`src/rtl/dart_scoreboard_if.sv`:
```
// Round-transfer bus between the dart scoring stage and dart_scoreboard.
// The master drives the scores and the round maximum. The slave returns in_ready.
interface dart_scoreboard_if;
    logic        in_valid;
    logic        in_ready;
    logic [11:0] scores_in;
    logic [2:0]  max_in;

    modport master (output in_valid, output scores_in, output max_in, input in_ready);
    modport slave  (input in_valid, input scores_in, input max_in, output in_ready);
endinterface

```
`src/rtl/dart_scoreboard.sv`:
```
// dart_scoreboard: keeps the per-player totals over ROUNDS rounds, tracks the
// leader and the best round maximum, and flags game over.
// Optional feature: define DART_BULLSEYE_BONUS_EN to score a 7 as 10 points.
module dart_scoreboard #(
    parameter int unsigned ROUNDS  = 5,
    parameter int unsigned TOTAL_W = 6
) (
    input  logic                   clk,
    input  logic                   rst_n,
    input  logic                   start,
    dart_scoreboard_if.slave       bus,
    output logic [4*TOTAL_W-1:0]   totals,
    output logic [3:0]             round,
    output logic [2:0]             best,
    output logic [1:0]             leader,
    output logic                   leader_tie,
    output logic                   game_over
);
    localparam int unsigned SUM_W = TOTAL_W + 1;

    typedef enum logic [1:0] {S_IDLE, S_PLAY, S_DONE} state_t;

    state_t               r_state;
    state_t               w_next;
    logic [TOTAL_W-1:0]   r_tot [4];
    logic [3:0]           r_round;
    logic [2:0]           r_best;
    logic                 w_accept;
    logic [3:0]           w_addend  [4];
    logic [SUM_W-1:0]     w_sum     [4];
    logic [TOTAL_W-1:0]   w_tot_sat [4];
    logic [TOTAL_W-1:0]   w_top;
    logic [1:0]           w_lead;
    logic [2:0]           w_cnt;

    // A start in the same cycle drops the round.
    assign w_accept = bus.in_valid & bus.in_ready & ~start;

    // State register
    always_ff @(posedge clk or negedge rst_n) begin
        if (!rst_n) r_state <= S_IDLE;
        else        r_state <= w_next;
    end

    // Next-state and handshake outputs. A start in any state goes to PLAY.
    always_comb begin
        w_next       = r_state;
        bus.in_ready = 1'b0;
        game_over    = 1'b0;
        case (r_state)
            S_IDLE: ;
            S_PLAY: begin
                bus.in_ready = 1'b1;
                if (w_accept && (r_round == 4'(ROUNDS - 1))) w_next = S_DONE;
            end
            S_DONE: game_over = 1'b1;
            default: w_next = S_IDLE;
        endcase
        if (start) w_next = S_PLAY;
    end

    // Saturating per-player adders. A score of 7 may be worth 10 points.
    always_comb begin
        for (int unsigned i = 0; i < 4; i++) begin
`ifdef DART_BULLSEYE_BONUS_EN
            w_addend[i] = (bus.scores_in[3*i +: 3] == 3'd7) ? 4'd10 : {1'b0, bus.scores_in[3*i +: 3]};
`else
            w_addend[i] = {1'b0, bus.scores_in[3*i +: 3]};
`endif
            w_sum[i]     = {1'b0, r_tot[i]} + SUM_W'(w_addend[i]);
            w_tot_sat[i] = w_sum[i][TOTAL_W] ? '1 : w_sum[i][TOTAL_W-1:0];
        end
    end

    // Game state: totals, round count and best maximum
    always_ff @(posedge clk or negedge rst_n) begin
        if (!rst_n) begin
            for (int unsigned i = 0; i < 4; i++) r_tot[i] <= '0;
            r_round <= '0;
            r_best  <= '0;
        end else if (start) begin
            for (int unsigned i = 0; i < 4; i++) r_tot[i] <= '0;
            r_round <= '0;
            r_best  <= '0;
        end else if (w_accept) begin
            for (int unsigned i = 0; i < 4; i++) r_tot[i] <= w_tot_sat[i];
            r_round <= r_round + 4'd1;
            if (bus.max_in > r_best) r_best <= bus.max_in;
        end
    end

    // Leader: the first strictly larger total wins, so ties go to the lowest index.
    always_comb begin
        w_top  = r_tot[0];
        w_lead = '0;
        w_cnt  = '0;
        for (int unsigned i = 1; i < 4; i++) begin
            if (r_tot[i] > w_top) begin
                w_top  = r_tot[i];
                w_lead = 2'(i);
            end
        end
        for (int unsigned i = 0; i < 4; i++) begin
            if (r_tot[i] == w_top) w_cnt = w_cnt + 3'd1;
        end
    end

    // Output packing
    always_comb begin
        totals = '0;
        for (int unsigned i = 0; i < 4; i++) totals[i*TOTAL_W +: TOTAL_W] = r_tot[i];
    end

    assign round      = r_round;
    assign best       = r_best;
    assign leader     = w_lead;
    assign leader_tie = (w_cnt > 3'd1);
endmodule
```
`src/flat_wrapper.sv`:
```
// flat-port wrapper written by rule: the top's interface ports become plain ports
module dart_scoreboard_flat 
#(
    parameter int unsigned ROUNDS  = 5,
    parameter int unsigned TOTAL_W = 6
)
  (clk, rst_n, start, totals, round, best, leader, leader_tie, game_over, bus_in_valid, bus_scores_in, bus_max_in, bus_in_ready);
  dart_scoreboard_if bus_i ();
  input  logic clk;
  input  logic rst_n;
  input  logic start;
  output logic [4*TOTAL_W-1:0] totals;
  output logic [3:0] round;
  output logic [2:0] best;
  output logic [1:0] leader;
  output logic leader_tie;
  output logic game_over;
  input wire logic [$bits(bus_i.in_valid)-1:0] bus_in_valid;
  input wire logic [$bits(bus_i.scores_in)-1:0] bus_scores_in;
  input wire logic [$bits(bus_i.max_in)-1:0] bus_max_in;
  output wire logic [$bits(bus_i.in_ready)-1:0] bus_in_ready;
  assign bus_i.in_valid = bus_in_valid;
  assign bus_i.scores_in = bus_scores_in;
  assign bus_i.max_in = bus_max_in;
  assign bus_in_ready = bus_i.in_ready;
  dart_scoreboard #(.ROUNDS(ROUNDS), .TOTAL_W(TOTAL_W)) u_core (.clk(clk), .rst_n(rst_n), .start(start), .bus(bus_i), .totals(totals), .round(round), .best(best), .leader(leader), .leader_tie(leader_tie), .game_over(game_over));
endmodule
```
`config.mk`:
```
export PLATFORM = sky130hd
export DESIGN_NAME = dart_scoreboard_flat
export DESIGN_NICKNAME = d
export VERILOG_FILES = /design/src/rtl/dart_scoreboard_if.sv /design/src/rtl/dart_scoreboard.sv /design/src/flat_wrapper.sv
export SDC_FILE = /design/constraint.sdc
export NUM_CORES = 1
export LEC_CHECK = 0
export ABC_CLOCK_PERIOD_IN_PS = 7400
export BUFFER_PORTS_ARGS = -buffer_cell sky130_fd_sc_hd__buf_2
export CAP_MARGIN = 5
export CORE_ASPECT_RATIO = 0.6
export CORE_UTILIZATION = 42
export CTS_CLUSTER_SIZE = 40
export DETAILED_ROUTE_END_ITERATION = 10
export GPL_ROUTABILITY_DRIVEN = 0
export GPL_TIMING_DRIVEN = 0
export PLACE_DENSITY_LB_ADDON = 0.2
export SYNTH_ARGS = -nofsm -noshare
export SYNTH_HDL_FRONTEND = slang
export SYNTH_SLANG_ARGS = --single-unit
```
`constraint.sdc`:
```
create_clock -name clk -period 7.4 [get_ports clk]
set_input_delay 0.37 -clock clk [delete_from_list [all_inputs] [get_ports clk]]
set_output_delay 0.37 -clock clk [all_outputs]
set_load 0.01 [all_outputs]
```
==> impl_metrics.yaml, run 1 <==
outcome:
  run_status: "finished, final reports clean"
worst_setup_path:
  path_max_fanout: 8
  cp_common_cell: "buf_4"
  worst-path-stages: 33
  critical_path_class: "reg -> out"
  crit_family: "simple AND/OR/NAND/NOR gates"
  cp_slowest_stage_delay_ns: 0.43
  timing.critical_path.required_ns: 7.03
  critical_path_arrival_ns: 6.81
  critical_path.endpoint_type: "output pin"
  path_buf_inv: 10
  setup.reg_to_reg.worst_slack_ns: 5.28
  timing.critical_path.from_type: "flip-flop"
  cp_max_stage_cell: "dfrtp_1"
  worstRegToRegCells: 5
clocking:
  cts_root_buffer: "clkbuf_16"
  htree_num_levels: 2
  numClockSinks: 33
  max-clock-path-buffers: 2
  cts_tree: "built"
  worst_setup_hold_path_clk_slew_ns: 0.06
  clock_latency_ns: 0.28
  cts-buffers-inserted: 5
sta:
  transition_time_of_the_tightest_slew_check_pin_ns: 0.767
  timing.final.crit_period_ns: 7.18
  timing.final.crit_share: 0.970
  setup-violations-final: 0
  worst_slack_ns: 0.219
  maxSlewViolCount: 0
  accumulated_negative_setup_slack_ns: 0
  fmaxAchievable_mhz: 139
  worst_hold_slack_ns: 0.164
  final_hold_viol_count: 0
  timing.clock.skew_ns: 0.00316
  timing.slew.headroom: 0.489
yosys:
  synth-edff-count: 0
  ys.flop_type: "dfrtp_1"
  postSynthNetCount: 449
  async_flop_share: 1.00
  post_synth_main_area_contributors: "dfrtp_1 25%, ha_1 15%, nor2_1 5.3%"
  yosysTopAreaCellShare: 0.254
  ys.warnings.count: 0
  synth.avg_cell_area_sq_um: 8.37
  post-synth-top-area-cell: "dfrtp_1"
  post_synth_inst_count: 388
  synth_seq_cells: 33
  post_synth_num_cell_types: 53
  synthesis.area_sq_um: 3250
  ys_seq_area_frac: 0.254
floorplanning:
  initial_core_util: 0.441
  die_h_um: 70.1
  die_area_sq_um: 8100
  row_count: 24
  die-width_um: 116
  coreArea_sq_um: 7360
  design.portCount: 55
global_routing:
  pin_count_of_the_biggest_net_entering_global_routing: 34
  grt_pass1_wl_um: 15300
  track_usage: 0.251
  first_global_vias: 2968
  overflow: 0
  grt_antenna_before_repair: 0
power:
  powerDensity_nw_per_um2: 330
  vdd_drop_max_mv: 0.146
  leakagePower_nw: 2.04
job:
  max-cap-violations: 0
routing:
  remaining_antenna_violation_count_after_routing: 0
  drt-total-wl_um: 10000
  via_per_inst: 5.59
  drt_first_iter_violations: 211
  detail_route.wl_per_cell_um: 17.1
  drtPass1Iterations: 5
  drt_drc_violations_left: 0
  overall_via_count_from_detail_route: 3275
placed_design:
  placement_setup_slack_ns: -0.333
  place.detailed.hpwl_um: 7260
  dpl.cell_count: 545
  portBuffers: 53
layout:
  final_stage_net_count: 542
  fraction_of_layout_instances_using_a_drive_strength_above_1: 0.311
  antenna_cells_inserted: 0
  area_delta_synth_final_pct: 33.1
  layoutNonFillerInstCount: 586
  layout.core_utilization: 0.587
worst_hold_path:
  hold_class: "in -> async"
==> layer usage <==
layer,vias up,global-route usage,part of all wire
li1,1566,-,-
met1,1576,0.391,0.49
met2,125,0.355,0.43
met3,8,0.0451,0.080
met4,0,0.0491,0.0071
met5,-,0,0
==> area by class of cell <==
cell class / instances / area (sq um)
Buffer: 13 / 68.8
Clock buffer: 7 / 143
Clock inverter: 1 / 30.0
Fill cell: 661 / 3040
Inverter: 41 / 154
Multi-Input combinational cell: 301 / 2430
Sequential cell: 33 / 833
Tap cell: 104 / 130
Timing Repair Buffer: 86 / 531
==> worst paths after layout <==
check                                         startpoint                      endpoint
hold reg to reg               u_core.best[1]$_DFFE_PN0P_    u_core.best[1]$_DFFE_PN0P_
min in group clk                           bus_max_in[0]    u_core.best[0]$_DFFE_PN0P_
max in group asynchronous                          rst_n  u_core.totals[8]$_DFFE_PN0P_
hold / removal                                     rst_n   u_core.round[0]$_DFFE_PN0P_
setup reg to reg           u_core.r_state[1]$_DFFE_PN0P_    u_core.best[1]$_DFFE_PN0P_
setup / recovery            u_core.totals[4]$_DFFE_PN0P_                    leader_tie
==> cells in the mapped netlist, drive strengths merged (4+ instances only) <==
cell    number
nor2        46
inv         41
ha          38
dfrtp       33
a21oi       28
o21ai       20
nand2       19
nand3       18
xnor2       15
xor2        12
clkbuf      11
mux2i       11
a21o         9
a211oi       8
nor2b        6
nor3         6
a221oi       5
a311oi       5
and2         5
and3         5
nand4        5
o21a         5
a31oi        4
fa           4
nand2b       4
==> power by group <==
group / leakage (nW) / switching, W / internal, W
Combinational: 1.52 / 0.000500 / 0.000467
Clock: 0.0841 / 0.0000792 / 0.000168
Sequential: 0.431 / 0.0000204 / 0.000191
==> cell usage in the layout (no fill, tap or decap), types with 6 or more instances in the layout <==
cell,instances
ha_1,32
buf_4,33
dfrtp_2,6
xor2_1,12
nand3_1,17
nor2b_1,6
a21o_1,9
clkbuf_16,6
a211oi_1,8
xnor2_1,14
inv_2,6
a21oi_1,23
nand2_1,18
nor2_1,44
inv_1,35
clkbuf_1,12
dfrtp_1,27
ha_4,6
buf_2,53
o21ai_0,13
==> sequential cells by signal, indices dropped and copies added, names as in the netlist <==
register,flops
u_core.best,3
u_core.round,4
u_core.r_state,2
u_core.totals,24
==> kinds of logic after synthesis <==
| logic type | Yosys count | share of synthesized area |
|---|---|---|
| buf+inv | 54 | 0.0640 |
| simple gates | 119 | 0.182 |
| compound gates | 100 | 0.210 |
| mux | 13 | 0.0459 |
| xor+xnor | 27 | 0.0728 |
| fa+ha+maj | 42 | 0.171 |
| flops | 33 | 0.254 |
==> timing repair <==
action | 4_1_cts | 5_1_grt
hold buffers | 0 | 0
resized for setup | 15 | 36
gates cloned | 0 | 1
pin swaps | 1 | 6
setup buffers | 7 | 25
endpoints found under the setup margin | 1 | 1
==> through the flow <==
step | total power (W) | cell area (sq um)
5_1_grt | 0.00152 | 4320
4_1_cts | 0.00125 | 3940
3_3_place_gp | 0.000892 | 3640
2_1_floorplan | 0.000748 | 3250
3_5_place_dp | 0.000911 | 3640
6_report | 0.00143 | 4320
==> worst register-to-register path, stage by stage, from the launching register on <==
cell	delay, ns
dfrtp_1	0.38
nor2b_1	0.24
nand2_1	0.35
a311oi_1	0.70
mux2i_1	0.26
nor2_1	0.05
No activity file was read; power rests on OpenSTA's default activity.
==> inputs of run 2 (changes only) <==
Settings changed: PLACE_DENSITY from default to 0.7, PLACE_DENSITY_LB_ADDON 0.2 to default.
==> run 2 against run 1 <==
Effect of this change:
- utilization fell by 0.085 points
- critical path depth stayed put
- combinational power increased by 5%
- total power up 2.7%
- clock skew hardly changed
- routed wire length is 4.4% higher
- via count is 2.1% higher
- hold slack improved by 0.0068 ns
- die area stayed put
- clock-buffer cell count decreased by 2
- global-route usage up 0.31 points
- clock power shrank 4%
==> impl_metrics.yaml, run 2 (synthesis gave the netlist of run 1 again) <==
routing:
  via_per_inst: 5.69
  overall_via_count_from_detail_route: 3343
  remaining_antenna_violation_count_after_routing: 0
  drt_first_iter_violations: 246
  drtPass1Iterations: 5
  drt_drc_violations_left: 0
  drt-total-wl_um: 10500
  detail_route.wl_per_cell_um: 17.8
floorplanning:
  die_area_sq_um: 8100
  row_count: 24
  die-width_um: 116
  die_h_um: 70.1
  initial_core_util: 0.441
  coreArea_sq_um: 7360
  design.portCount: 55
clocking:
  worst_setup_hold_path_clk_slew_ns: 0.06
  cts_root_buffer: "clkbuf_16"
  max-clock-path-buffers: 2
  numClockSinks: 33
  cts_tree: "built"
  htree_num_levels: 2
  clock_latency_ns: 0.28
  cts-buffers-inserted: 5
placed_design:
  place.detailed.hpwl_um: 7200
  portBuffers: 53
  placement_setup_slack_ns: -0.347
layout:
  antenna_cells_inserted: 0
  largest_reg_flops: 24
  layout_commonest_cell: "buf_2"
  area_delta_synth_final_pct: 32.9
  multi_input_area_sq_um: 2410
  commonest_non_fill_non_tap_cells_in_the_layout: "54 x buf_2, 44 x nor2_1, 35 x ha_1"
  layout.core_utilization: 0.587
  fraction_of_layout_instances_using_a_drive_strength_above_1: 0.304
  final_stage_net_count: 545
  final-seq-area_sq_um: 833
  num-fill-cells: 614
worst_setup_path:
  cp_slowest_stage_delay_ns: 0.44
  timing.critical_path.from_type: "flip-flop"
  critical_path_class: "reg -> out"
  critical_path.endpoint_type: "output pin"
  critical_path_arrival_ns: 6.85
  path_max_fanout: 5
  timing.critical_path.required_ns: 7.03
  cp_max_stage_cell: "o32a_1"
outcome:
  run_status: "finished, final reports clean"
global_routing:
  pin_count_of_the_biggest_net_entering_global_routing: 34
  overflow: 0
  first_global_vias: 3031
  grt_antenna_before_repair: 0
  track_usage: 0.254
  grt_pass1_wl_um: 15600
job:
  max-cap-violations: 0
sta:
  final_hold_viol_count: 0
  worst_slack_ns: 0.175
  setup-violations-final: 0
  transition_time_of_the_tightest_slew_check_pin_ns: 0.783
  timing.final.crit_share: 0.976
  timing.clock.skew_ns: 0.00292
  maxSlewViolCount: 0
  timing.slew.headroom: 0.478
  timing.final.crit_period_ns: 7.22
  fmaxAchievable_mhz: 138
  accumulated_negative_setup_slack_ns: 0
  worst_hold_slack_ns: 0.170
worst_hold_path:
  hold_class: "in -> async"
power:
  total_switching_power_w: 0.000640
  vdd_drop_max_mv: 0.143
  pwr-share-seq: 0.144
  relative_contribution_of_the_clock_network_to_total_power: 0.162
  powerDensity_nw_per_um2: 340
  power.internal_w: 0.000825
  leakagePower_nw: 2.05
  power.share.switching: 0.437
  share_comb_of_total_power: 0.694
  design_power_total_w: 0.00147
## run 2: layer usage
layer	track usage	share of wire
met3	0.0651	0.093
met2	0.371	0.46
met4	0.0476	0.0096
met5	0	0
met1	0.375	0.44
## run 2: cell type report
cell class / count / area share
plain buffers: 13 / 0.0168
repair buffers: 89 / 0.128
multi-input cells: 301 / 0.558
clock inverters: 2 / 0.00812
clock buffers: 5 / 0.0290
flip-flops and latches: 33 / 0.193
well taps: 104 / 0.0302
inverters: 41 / 0.0362
## run 2: worst max-delay path: cells and delay by family, from the launching register on
kind                       cells  cell delay (ns)
buffers and inverters          8             1.04
AOI/OAI and AO/OA              8             1.70
DFF                            1             0.38
xor gates and xnor gates       2             0.35
muxes                          2             0.48
and+or+nand+nor                8             1.38
adders and majority gates      5             1.22
## run 2: stage by stage
| stage | cells | area, sq um |
|---|---|---|
| floorplan | 388 | 3250 |
| global placement | 545 | 3640 |
| detailed placement | 545 | 3640 |
| CTS | 561 | 3950 |
| global route | 588 | 4320 |
| finish | 588 | 4320 |
## run 2: what timing repair did
item | CTS | global route
buffers inserted | 8 | 26
resized for setup | 18 | 35
endpoints found under the setup margin | 1 | 1
cloned | 1 | 1
hold buffers | 0 | 0
hold endpoints to repair | 0 | 0
pin swaps | 1 | 11
## run 2: power groups by stage
| stage | Combinational [W] | Sequential, W | Clock, W |
|---|---|---|---|
| 6_report | 0.00102 | 0.000210 | 0.000238 |
| 5_1_grt | 0.00109 | 0.000211 | 0.000248 |
| 2_1_floorplan | 0.000536 | 0.000212 | 0 |
| 3_5_place_dp | 0.000701 | 0.000213 | 0 |
| 3_3_place_gp | 0.000681 | 0.000213 | 0 |
| 4_1_cts | 0.000797 | 0.000211 | 0.000238 |
## run 2: worst paths after layout
check	start	endpoint	slack, ns	depth (start not counted)
max in group asynchronous	rst_n	u_core.totals[7]$_DFFE_PN0P_	6.68	1
worst max-delay path	u_core.totals[2]$_DFFE_PN0P_	leader_tie	0.18	33
worst min register to register	u_core.best[2]$_DFFE_PN0P_	u_core.best[2]$_DFFE_PN0P_	0.56	2
worst max register to register	u_core.r_state[1]$_DFFE_PN0P_	u_core.best[0]$_DFFE_PN0P_	5.26	5
min in group clk	bus_max_in[1]	u_core.best[1]$_DFFE_PN0P_	0.36	3
worst min-delay path	rst_n	u_core.round[3]$_DFFE_PN0P_	0.17	1
==> inputs of run 3 (changes only) <==
Settings changed: ABC_CLOCK_PERIOD_IN_PS 7400 to 6600, CTS_CLUSTER_SIZE 40 to default, HOLD_SLACK_MARGIN from default to 0.02, PLACE_DENSITY 0.7 to 0.72.
Clock period 7.4 ns to 6.6 ns, I/O delays scaled along.
==> run 3 against run 2 <==
Effect of this change:
- the flow now finishes with violations (setup timing)
- largest cell class unchanged
- routed wire length is 31% higher
- highest routed layer unchanged
- die area unchanged
- clock skew grew 0.0061 ns
- design area increased by 12%
- register-to-register slack got worse by 0.98 ns
- hold slack got worse by 0.031 ns
- clock power grew 13%
==> impl_metrics.yaml, run 3 (synthesis gave the netlist of run 1 again) <==
floorplanning:
  design.portCount: 55
  die_area_sq_um: 8100
  initial_core_util: 0.441
  row_count: 24
  die_h_um: 70.1
  coreArea_sq_um: 7360
  die-width_um: 116
clocking:
  cts_root_buffer: "clkbuf_16"
  numClockSinks: 33
  max-clock-path-buffers: 2
  worst_setup_hold_path_clk_slew_ns: 0.06
  clock_latency_ns: 0.29
  holdBufCountCts: 0
  htree_num_levels: 2
  cts-buffers-inserted: 5
  cts_tree: "built"
placed_design:
  place.detailed.hpwl_um: 7140
  dpl-instance-area_sq_um: 3660
  portBuffers: 53
worst_setup_path:
  timing.critical_path.required_ns: 6.27
  cp_max_stage_cell: "or3_4"
  timing.critical_path.from_type: "flip-flop"
  critical_path_arrival_ns: 6.92
  cp_slowest_stage_delay_ns: 0.47
  setup.reg_to_reg.worst_slack_ns: 4.28
  critical_path.endpoint_type: "output pin"
  path_max_fanout: 5
  critical_path.reg2reg.startpoint: "u_core.totals[2]$_DFFE_PN0P_"
  worstRegToRegCells: 7
  crit-reg2reg-capture: "u_core.totals[5]$_DFFE_PN0P_"
  critical_path_class: "reg -> out"
layout:
  area_delta_synth_final_pct: 49.3
  commonest_non_fill_non_tap_cells_in_the_layout: "53 x buf_2, 52 x buf_4, 41 x nor2_1"
  num-fill-cells: 526
  largest_reg_flops: 24
  final_stage_net_count: 566
  fraction_of_layout_instances_using_a_drive_strength_above_1: 0.408
  layout_commonest_cell: "buf_2"
  final_area_sq_um: 4850
  antenna_cells_inserted: 0
routing:
  detail_route.wl_per_cell_um: 22.5
  drt-total-wl_um: 13700
  remaining_antenna_violation_count_after_routing: 0
  overall_via_count_from_detail_route: 3832
  drtPass1Iterations: 7
  drt_drc_violations_left: 0
  via_per_inst: 6.29
  drt_first_iter_violations: 473
global_routing:
  grt.met3_usage: 0.0938
  grt_antenna_before_repair: 0
  grt_pass1_wl_um: 18000
  track_usage: 0.293
  grtUsageMet1: 0.393
  pin_count_of_the_biggest_net_entering_global_routing: 34
  first_global_vias: 3530
  gr-max-usage-layer: "met2"
  grtUsageMet2: 0.442
  overflow: 0
power:
  total_switching_power_w: 0.000919
  share_comb_of_total_power: 0.757
  relative_contribution_of_the_clock_network_to_total_power: 0.130
  leakagePower_nw: 2.21
  powerDensity_nw_per_um2: 429
  vdd_drop_max_mv: 0.210
  power.share.switching: 0.442
  pwr-share-seq: 0.114
  power.internal_w: 0.00116
sta:
  maxSlewViolCount: 0
  setup-violations-final: 1
  timing.clock.skew_ns: 0.00902
  worst_hold_slack_ns: 0.140
  timing.final.crit_period_ns: 7.25
  timing.final.crit_share: 1.10
  transition_time_of_the_tightest_slew_check_pin_ns: 0.813
  worst_slack_ns: -0.649
  timing.slew.headroom: 0.458
  final_hold_viol_count: 0
  fmaxAchievable_mhz: 138
  setup_repair_after_global_routing_missed_its_margin: "true"
job:
  max-cap-violations: 0
worst_hold_path:
  hold_class: "in -> async"
outcome:
  run_status: "complete, but fails checks"
  violations_in_the_final_reports: "setup timing"
run 3: through the flow:
| stage | cells | setup TNS [ns] | power, W | util | setup slack (ns) |
|---|---|---|---|---|---|
| floorplan | 388 | 0 | 0.000861 | - | 0.0184 |
| global placement | 545 | -0.750 | 0.00102 | 0.498 | -0.750 |
| detailed placement | 545 | -0.949 | 0.00106 | 0.498 | -0.949 |
| CTS | 587 | -0.329 | 0.00177 | 0.606 | -0.329 |
| global route | 609 | -0.826 | 0.00216 | 0.659 | -0.826 |
| finish | 609 | -0.649 | 0.00208 | 0.659 | -0.649 |
run 3: final cells by class:
cell class	count	area [sq um]	share of cell area
timing repair buffer	110	746	0.154
inverter	41	156	0.0323
multi-input combinational	301	2750	0.568
tap	104	130	0.0268
sequential	33	833	0.172
clock inverter	2	35.0	0.00723
buffer	13	68.8	0.0142
clock buffer	5	125	0.0258
run 3: repair_timing:
item,in CTS,in global routing
resized for setup,63,43
setup buffers,33,22
endpoints found under the setup margin,1,1
pin swaps,26,30
gates cloned,2,0
endpoints found under the hold margin,0,0
run 3: worst max-delay path by stage:
stage	from	slack, ns	cells after the start	to
6_report	u_core.totals[4]$_DFFE_PN0P_	-0.65	34	leader_tie
4_1_cts	u_core.totals[11]$_DFFE_PN0P_	-0.33	32	leader_tie
2_1_floorplan	u_core.totals[1]$_DFFE_PN0P_	0.02	31	leader_tie
5_1_grt	u_core.totals[9]$_DFFE_PN0P_	-0.83	35	leader_tie
3_3_place_gp	u_core.totals[3]$_DFFE_PN0P_	-0.75	32	leader_tie
3_5_place_dp	u_core.totals[3]$_DFFE_PN0P_	-0.95	32	leader_tie
run 3: power by group through the flow:
stage	registers (W)	clock network [W]	logic, W
final	0.000237	0.000269	0.00157
after global routing	0.000237	0.000276	0.00165
after floorplan	0.000238	0	0.000623
after global placement	0.000239	0	0.000782
after CTS	0.000234	0.000265	0.00127
after detailed placement	0.000239	0	0.000817
run 3: metal layers:
layer,part of all wire,wire length [um]
met4,0.067,913
met3,0.13,1740
met1,0.38,5250
met2,0.42,5830
met5,0,0
run 3: worst max-delay path: cells and delay by family (launching register included):
family / cells / cell delay (ns)
DFF: 1 / 0.40
AOI/OAI and AO/OA: 6 / 1.30
muxes: 1 / 0.27
xor gates and xnor gates: 2 / 0.25
buffers and inverters: 9 / 1.09
and+or+nand+nor: 11 / 2.15
adders and majority gates: 5 / 1.17
